**src/rtl/mycpu_bus_pkg.sv**
```systemverilog
// mycpu_bus_pkg -- shared state encoding, size codes and byte-enable decoding for the SRAM-like bridge.
// Revision 1.0
`default_nettype none

package mycpu_bus_pkg;

  typedef enum logic [1:0] {
    IDLE = 2'd0,
    REQ  = 2'd1,
    WAIT = 2'd2,
    DONE = 2'd3
  } bus_state_t;

  localparam logic [1:0] SIZE_B = 2'd0;
  localparam logic [1:0] SIZE_H = 2'd1;
  localparam logic [1:0] SIZE_W = 2'd2;
  localparam logic [1:0] SIZE_D = 2'd3;

  typedef struct packed {
    logic [1:0] size;
    logic [2:0] off;
  } be_dec_t;

  // Naturally aligned 1/2/4-byte masks map to a narrow access; anything else is a full-width access.
  function automatic be_dec_t be_to_size(input logic [7:0] be, input int be_w);
    be_dec_t d;
    d.size = (be_w == 8) ? SIZE_D : SIZE_W;
    d.off  = 3'd0;
    for (int i = 0; i < 8; i++) begin
      if (i < be_w && be == 8'(8'h01 << i)) begin
        d.size = SIZE_B;
        d.off  = 3'(i);
      end
    end
    for (int i = 0; i < 8; i += 2) begin
      if (i < be_w && be == 8'(8'h03 << i)) begin
        d.size = SIZE_H;
        d.off  = 3'(i);
      end
    end
    for (int i = 0; i < 8; i += 4) begin
      if (i < be_w && be == 8'(8'h0F << i) && be_w == 8) begin
        d.size = SIZE_W;
        d.off  = 3'(i);
      end
    end
    return d;
  endfunction

endpackage

`default_nettype wire

```
**src/rtl/sram_like_be_decode.sv**
```systemverilog
// sram_like_be_decode -- combinational write-enable to wr/size/addr mapping.
// Revision 1.0
`default_nettype none

module sram_like_be_decode
  import mycpu_bus_pkg::*;
#(
  parameter int DATA_W    = 32,
  parameter int ADDR_W    = 32,
  parameter int READ_ONLY = 0
) (
  input  logic [DATA_W/8-1:0] wen,
  input  logic [ADDR_W-1:0]   addr_in,
  output logic                wr,
  output logic [1:0]          size,
  output logic [ADDR_W-1:0]   addr_out
);

  localparam int BE_W = DATA_W / 8;
  localparam int LG   = $clog2(BE_W);
  localparam logic [1:0] SIZE_FULL = 2'(LG);

  logic [7:0] be8;
  be_dec_t    dec;
  logic       unused_bits;

  always_comb begin
    be8 = 8'd0;
    be8[BE_W-1:0] = wen;
  end

  assign dec = be_to_size(be8, BE_W);
  assign wr  = (READ_ONLY == 0) ? (|wen) : 1'b0;

  always_comb begin
    size     = SIZE_FULL;
    addr_out = {addr_in[ADDR_W-1:LG], {LG{1'b0}}};
    if (wr) begin
      size     = dec.size;
      addr_out = {addr_in[ADDR_W-1:LG], dec.off[LG-1:0]};
    end
  end

  assign unused_bits = ^{addr_in[LG-1:0], dec.off};

endmodule

`default_nettype wire

```
**src/rtl/sram_like_bridge.sv**
```systemverilog
// sram_like_bridge -- pipeline SRAM port to SRAM-like req/addr_ok/data_ok bridge with stall, hold and flush discard.
// Revision 1.0
`default_nettype none

module sram_like_bridge
  import mycpu_bus_pkg::*;
#(
  parameter int DATA_W    = 32,
  parameter int ADDR_W    = 32,
  parameter int READ_ONLY = 0,
  parameter int FLUSH_EN  = 1
) (
  input  logic                clk,
  input  logic                rst,
  input  logic                longest_stall,
  input  logic                flush,
  output logic                stall,
  input  logic                sram_en,
  input  logic [DATA_W/8-1:0] sram_wen,
  input  logic [ADDR_W-1:0]   sram_addr,
  input  logic [DATA_W-1:0]   sram_wdata,
  output logic [DATA_W-1:0]   sram_rdata,
  output logic                req,
  output logic                wr,
  output logic [1:0]          size,
  output logic [ADDR_W-1:0]   addr,
  output logic [DATA_W-1:0]   wdata,
  input  logic                addr_ok,
  input  logic                data_ok,
  input  logic [DATA_W-1:0]   rdata
);

  bus_state_t          state;
  logic                discard;
  logic [DATA_W-1:0]   saved;

  logic                flush_eff;
  logic                resp;
  logic                drop;
  logic                in_req;
  logic                dec_wr;
  logic [1:0]          dec_size;
  logic [ADDR_W-1:0]   dec_addr;

  sram_like_be_decode #(
    .DATA_W    (DATA_W),
    .ADDR_W    (ADDR_W),
    .READ_ONLY (READ_ONLY)
  ) u_decode (
    .wen      (sram_wen),
    .addr_in  (sram_addr),
    .wr       (dec_wr),
    .size     (dec_size),
    .addr_out (dec_addr)
  );

  assign flush_eff = (FLUSH_EN != 0) ? flush : 1'b0;
  assign resp      = (state == REQ && addr_ok && data_ok) || (state == WAIT && data_ok);
  // A flush arriving with the response must discard it just like an earlier one.
  assign drop      = discard | flush_eff;

  always_ff @(posedge clk or posedge rst) begin
    if (rst) begin
      state   <= IDLE;
      discard <= 1'b0;
      saved   <= '0;
    end else begin
      case (state)
        IDLE: begin
          if (sram_en && !flush_eff) state <= REQ;
        end
        REQ, WAIT: begin
          if (resp) begin
            discard <= 1'b0;
            if (drop) begin
              state <= IDLE;
            end else begin
              state <= DONE;
              saved <= rdata;
            end
          end else begin
            if (flush_eff) discard <= 1'b1;
            if (state == REQ && addr_ok) state <= WAIT;
          end
        end
        DONE: begin
          if (flush_eff) begin
            state <= IDLE;
            saved <= '0;
          end else if (!longest_stall) begin
            state <= IDLE;
          end
        end
        default: state <= IDLE;
      endcase
    end
  end

  assign in_req     = (state == REQ);
  assign req        = in_req;
  assign wr         = in_req & dec_wr;
  assign size       = in_req ? dec_size : 2'd0;
  assign addr       = in_req ? dec_addr : '0;
  assign wdata      = in_req ? sram_wdata : '0;
  assign sram_rdata = (state == DONE) ? saved : '0;
  assign stall      = sram_en & ~((state == DONE) & ~discard);

endmodule

`default_nettype wire

```
**config.mk**
```make
export PLATFORM = sky130hd
export DESIGN_NAME = sram_like_bridge
export DESIGN_NICKNAME = d
export VERILOG_FILES = /design/src/rtl/mycpu_bus_pkg.sv /design/src/rtl/sram_like_be_decode.sv /design/src/rtl/sram_like_bridge.sv
export SDC_FILE = /design/constraint.sdc
export NUM_CORES = 1
export LEC_CHECK = 0
export ABC_AREA = 1
export BUFFER_PORTS_ARGS = -buffer_cell sky130_fd_sc_hd__buf_4
export CAP_MARGIN = 20
export CORE_MARGIN = 2
export CORE_UTILIZATION = 38
export DETAILED_ROUTE_END_ITERATION = 10
export PLACE_DENSITY = 0.91
export SLEW_MARGIN = 20
export SYNTH_ARGS = -nofsm -noshare
export SYNTH_HDL_FRONTEND = slang
export SYNTH_HIERARCHICAL = 1
export SYNTH_SLANG_ARGS = --single-unit
```
**constraint.sdc**
```tcl
create_clock -name clk -period 1.7 [get_ports clk]
set_input_delay 0.085 -clock clk [delete_from_list [all_inputs] [get_ports clk]]
set_output_delay 0.085 -clock clk [all_outputs]
set_load 0.02 [all_outputs]
```
==> impl_metrics.tcl, run 1 <==
set metrics [dict create \
    syn_nets 569 \
    cp_slowest_cell "dfrtp_1" \
    cts_tree "built" \
    crit_buf_inv 5 \
    synth_area_leaders "dfrtp_1, nand2_1, inv_1" \
    syn_area_sq_um 2870 \
    avgSynthCellArea_sq_um 6.28 \
    cts_max_level 2 \
    numCtsBuffers 5 \
    drv_cap 0 \
    arrival_ns 1.61 \
    area_growth_pct 83.9 \
    final_nets 763 \
    core_area_sq_um 7290 \
    worstMarginPinSlew_ns 0.262 \
    grt_pass1_vias 3130 \
    cp-end-kind "primary output" \
    worstSetupPathType "flop to primary output" \
    synth_warnings 6 \
    fmax_mhz 590 \
    vias_per_cell 4.55 \
    start_util_pct 39.4 \
    nFillCells 552 \
    critPathRequiredTime_ns 1.62 \
    clkTransAtPathRegs_ns 0.07 \
    postLayoutCellArea_sq_um 5280 \
    syn_inst 457 \
    cp-start-kind "flop" \
    clock_path_buffers 2 \
    grt-ovfl-total 0 \
    via_count 3416 \
    finClkSkew_ns 0.00623 \
    grt_max_degree 34 \
    firstDrtPassIters 4 \
    post_dp_cell_area_sq_um 4310 \
    routed_wl_um 10500 \
    fin_crit_ns 1.70 \
    seq_area_frac_synth_pct 30.5 \
    outcome "complete, no violations" \
    drc 0 \
    worstPathCellList "inv_2 > ha_4 > buf_12 > buf_6 > nand2_1 > inv_1 > buf_4" \
    drt_iter0_markers 91 \
    post-synth-top-count-cell "nand2_1" \
    synth-edff-count 0 \
    hold_path_class "input pin to flop" \
    drv_slew 0 \
    yosysUniqueCellTypes 18 \
    gp_congestion 0.861 \
    netlist.area_leader.share_pct 30.5 \
    design.die.area_sq_um 8260 \
    dp_hpwl_um 6500 \
    cts-root-buf "clkbuf_8" \
    die_w_um 90.9 \
    antenna_found_initial 0 \
    ant_nets 0 \
    port_buffers 205 \
    rsz0062_at_grt "true" \
    dieHeight_um 90.9 \
    worstSkewPairLatency_ns 0.28 \
    min_period_over_period_pct 99.7 \
    setup_viol 0 \
    cpPeakStageDelay_ns 0.43 \
    yosysTopAreaCell "dfrtp_1" \
    p_total_uw 8910 \
    drive_gt1_share_pct 58.4 \
    crit_family "buffers and inverters" \
    rows 31 \
    synth_flop_cell "dfrtp_1" \
    hold_viol_final 0 \
    synth_seq_cells 35 \
    irDropWorstVdd_uv 1000 \
    wire_per_inst_um 14.0 \
    synth_common_cells "nand2_1, inv_1, dfrtp_1" \
    grt_pass1_wl_um 13600 \
    relSlewSlack_pct 82.5 \
    synthArstFlopShare_pct 100 \
    p_per_area_nw_per_um2 1690 \
    num_antenna_cells 0 \
    top_level_ports 208 \
    crit_fanout 6 \
    power_leakage_uw 0.00341 \
    cts_sinks 35 \
    grt_util_all_layers_pct 19.7 \
]
==> area by class of cell <==
type,count,area (sq um),share of cell area (%)
clock inverters,2,38.8,0.735
clock buffers,6,82.6,1.56
well taps,99,124,2.35
inverters,118,448,8.49
flip-flops and latches,35,877,16.6
repair buffers,237,2290,43.3
multi-input cells,254,1420,26.9
==> tightest hold or removal path: stages <==
cell	delay [ns]
buf_4	0.11
nand2_1	0.07
o21ai_2	0.05
==> sequential cells by signal, summed over array words and instances (netlist names) <==
register  cells
state         2
saved        32
discard       1
==> power breakdown <==
part | internal (uW) | switching [uW]
logic | 3190 | 3440
clock network | 482 | 314
registers | 1230 | 252
total | 4900 | 4010
==> worst paths after layout <==
kind | startpoint | to | slack (ns) | cells after the start
worst max-delay path | state[1]$_DFFE_PP0P_ | wdata[17] | 0.005 | 7
min in group asynchronous | rst | saved[20]$_DFFE_PP0P_ | 0.42 | 4
worst min-delay path | rdata[4] | saved[4]$_DFFE_PP0P_ | 0.06 | 3
worst min register to register | saved[28]$_DFFE_PP0P_ | saved[28]$_DFFE_PP0P_ | 0.49 | 2
worst max register to register | state[1]$_DFFE_PP0P_ | saved[29]$_DFFE_PP0P_ | 0.05 | 10
max in group asynchronous | rst | state[0]$_DFFE_PP0P_ | 1.02 | 4
==> timing repair <==
action | 4_1_cts | 5_1_grt
hold buffers | 1 | 0
endpoints found under the hold margin | 35 | 0
setup buffers | 1 | 4
setup endpoints to repair | 76 | 83
pin swaps | 0 | 3
gates resized for setup | 9 | 160
gates cloned | 1 | 15
==> through the flow <==
stage	setup TNS (ns)	setup slack (ns)	util (%)	cells	hold WS [ns]
floorplan	0	0.0398	-	457	0.239
global placement	0	0.0838	59.1	721	0.126
detailed placement	0	0.0136	59.1	721	0.129
CTS	0	0.0116	61.8	732	0.0509
global route	-1.35	-0.0460	72.4	751	0.0454
finish	0	0.00452	72.4	751	0.0610
==> cells by family (layout without fill, tap and decap cells) <==
logic type	Yosys count	in the layout	share of synthesized area, %
AND/OR/NAND/NOR	213	214	29.0
adder cells (fa/ha/maj)	5	5	2.18
flip-flops	35	35	30.5
buffers and inverters	169	363	28.0
AO/OA/AOI/OAI	35	35	10.3
==> placed cells by master, fill, tap and decap left out, types with 2 or more instances in the layout <==
master,count
buf_8,3
nand2_1,138
nor2_2,3
o21ai_2,32
buf_16,2
o21ai_0,3
nor2_1,10
inv_1,77
buf_4,163
dfrtp_1,34
nand2_2,44
buf_6,53
nand2_4,10
ha_1,2
clkbuf_8,6
inv_2,39
clkbuf_16,11
nand4_1,2
nand3_1,4
ha_4,2
buf_12,4
inv_4,2
==> per-layer routing <==
layer  vias to the layer above  wire length, um  GRT usage (%)
met5                         -                0              0
met4                         0              380           8.46
met3                        36              571           2.67
met2                       165             5680           35.4
met1                      1566             3890           23.3
li1                       1649                -              -
No activity file was read; power rests on OpenSTA's default activity.
==> inputs of run 2 (changes only) <==
- CORE_UTILIZATION: 38 -> 36
- PLACE_DENSITY: 0.91 -> 0.9
- SYNTH_HIERARCHICAL: 1 -> default
- clock period: 1.7 -> 1.4 ns (I/O delays scaled with it)
==> run 2 against run 1 <==
Effect of this change: the run now ends with negative setup slack left; non-clock buffer count is 7 higher; first-iteration DRC count is 140% higher; global-route usage is 3.8 points higher; sequential cell count stayed put; cell count is 2.0% lower; area after synthesis is 11% lower; combinational power is 29% higher; wire length is 8.9% higher; die area is 5.6% lower; via count is 3.0% higher; critical endpoint is now wdata[25].
==> impl_metrics.tcl, run 2 <==
set metrics [dict create \
    outcome "finished with violations" \
    failed_checks "negative setup slack" \
    rsz0062_at_grt "true" \
    hold_path_class "input pin to flop" \
    cp-start-kind "flop" \
    gp_congestion 0.949 \
    hold_viol_final 0 \
    syn_inst 407 \
    syn_nets 518 \
    crit_family "buffers and inverters" \
    yosysUniqueCellTypes 22 \
    critPathRequiredTime_ns 1.33 \
    synth-edff-count 0 \
    grt_max_degree 36 \
    fmax_mhz 585 \
    clkTransAtPathRegs_ns 0.08 \
    dieHeight_um 88.3 \
    seq_area_frac_synth_pct 34.2 \
    drc 0 \
    die_w_um 88.3 \
    drt_iter0_markers 216 \
    synth_common_cells "nand2_1, inv_1, dfrtp_1" \
    worstMarginPinSlew_ns 0.448 \
    cts-root-buf "clkbuf_8" \
    drv_slew 0 \
    worstSetupPathType "flop to primary output" \
    final_common_cell "buf_4" \
    avgSynthCellArea_sq_um 6.29 \
    arrival_ns 1.64 \
    synth_flop_cell "dfrtp_1" \
    dp_hpwl_um 7160 \
    design.die.area_sq_um 7800 \
    area_growth_pct 112 \
    post_dp_cell_area_sq_um 4350 \
    min_period_over_period_pct 122 \
    final_nets 750 \
    largest_register_ff_count 32 \
    via_count 3520 \
    yosysTopAreaCell "dfrtp_1" \
    nFillCells 398 \
    routed_wl_um 11500 \
    dp.cells 706 \
    ant_nets 0 \
    grt-ovfl-total 0 \
    worstPathCellList "inv_2 > ha_4 > bufbuf_16 > nand2_1 > inv_1 > buf_4" \
    grt_pass1_vias 3090 \
    syn_area_sq_um 2560 \
    grt_util_all_layers_pct 23.5 \
    p_per_area_nw_per_um2 2110 \
    post-synth-top-count-cell "nand2_1" \
    grt_pass1_wl_um 14400 \
    regMostFlops "saved" \
    port_buffers 205 \
    clock_path_buffers 2 \
    finalWorstSetupSlack_ns -0.308 \
    vias_per_cell 4.78 \
    cp_slowest_cell "dfrtp_1" \
    cts_tree "built" \
    worstSkewPairLatency_ns 0.29 \
    irDropWorstVdd_uv 1270 \
    top_regs "saved (32), state (2), discard (1)" \
    finClkSkew_ns 0.00600 \
    fin_crit_ns 1.71 \
    drv_cap 0 \
    top_level_ports 208 \
    netlist.area_leader.share_pct 34.2 \
    wire_per_inst_um 15.6 \
    layout_common_cells "buf_4, nand2_1, inv_1" \
    fin_cells 736 \
    cts_sinks 35 \
    holdWs_ns 0.0409 \
    synth_area_leaders "dfrtp_1, nand2_1, inv_1" \
    cpPeakStageDelay_ns 0.42 \
    drive_gt1_share_pct 62.0 \
    numCtsBuffers 5 \
    synth_warnings 0 \
    crit_buf_inv 4 \
    rows 30 \
    cp-end-kind "primary output" \
    start_util_pct 37.5 \
    core_area_sq_um 6830 \
    cts_max_level 2 \
    synthArstFlopShare_pct 100 \
    power_leakage_uw 0.00349 \
    r2r_slack_ns -0.29 \
    setup_viol 135 \
    num_antenna_cells 0 \
    firstDrtPassIters 5 \
    relSlewSlack_pct 70.2 \
    postLayoutCellArea_sq_um 5420 \
    synth_seq_cells 35 \
    crit_fanout 16 \
    antenna_found_initial 0 \
]
run 2: cell count changes in the layout (fill, tap and decap cells not counted), moves of 2 or more:
cell,delta
nand2_4,+35
nand2_1,-30
inv_2,-11
a21oi_1,+2
buf_8,-2
nand2_2,-20
inv_4,+2
buf_6,-15
buf_4,+27
clkbuf_16,-5
nand3_1,+2
run 2: layout make-up:
class | count | area, sq um | share of cell area, %
Tap cell | 96 | 120 | 2.22
Sequential cell | 35 | 876 | 16.2
Timing Repair Buffer | 244 | 2220 | 41.1
Clock inverter | 3 | 43.8 | 0.808
Multi-Input combinational cell | 244 | 1660 | 30.7
Clock buffer | 5 | 68.8 | 1.27
Inverter | 109 | 423 | 7.81
run 2: timing repair:
action / CTS / global route
gates cloned: 3 / 9
pin swaps: 0 / 11
gates resized for setup: 71 / 124
endpoints found under the setup margin: 133 / 136
hold buffers: 1 / 0
endpoints found under the hold margin: 35 / 0
buffers inserted: 3 / 6
run 2: worst min-delay path: stages:
cell and delay [ns]:
buf_4 0.11, nand2_1 0.07, o21ai_2 0.06
run 2: report_power, final:
part	switching [uW]	internal (uW)
registers	419	1500
logic	4530	4050
clock network	395	531
run 2: path summary, 6_finish.rpt:
path / from / to / cells past startpoint
worst max register to register: state[0]$_DFFE_PP0P_ / saved[10]$_DFFE_PP0P_ / 9
min in group asynchronous: rst / saved[19]$_DFFE_PP0P_ / 4
max in group asynchronous: rst / saved[26]$_DFFE_PP0P_ / 4
worst max-delay path: state[1]$_DFFE_PP0P_ / wdata[25] / 6
worst min register to register: saved[3]$_DFFE_PP0P_ / saved[3]$_DFFE_PP0P_ / 2
worst min-delay path: rdata[3] / saved[3]$_DFFE_PP0P_ / 3
run 2: layer usage:
layer | GRT usage, % | share of wire, % | vias to the layer above
li1 | - | - | 1623
met2 | 42.6 | 53 | 193
met1 | 26.5 | 37 | 1673
met4 | 6.75 | 2.5 | 0
met3 | 7.37 | 7.8 | 31
met5 | 0 | 0 | -
run 2: kinds of logic (layout without fill, tap and decap cells):
family / count (synthesis) / after routing / share of synthesized area, %
and+or+nand+nor: 200 / 201 / 30.4
buffers and inverters: 129 / 361 / 21.0
AOI/OAI and AO/OA: 38 / 38 / 12.1
DFF: 35 / 35 / 34.2
adders and majority gates: 4 / 4 / 1.95
xor gates and xnor gates: 1 / 1 / 0.342
run 2: per-stage QoR:
step / total power, uW / util [%] / setup slack, ns / setup TNS, ns
detailed placement: 7470 / 63.7 / -0.166 / -4.86
global route: 12000 / 79.3 / -0.368 / -36.02
finish: 11400 / 79.3 / -0.308 / -28.89
floorplan: 5450 / - / -0.114 / -3.52
CTS: 9350 / 70.1 / -0.249 / -25.19
global placement: 7220 / 63.7 / -0.0880 / -2.55
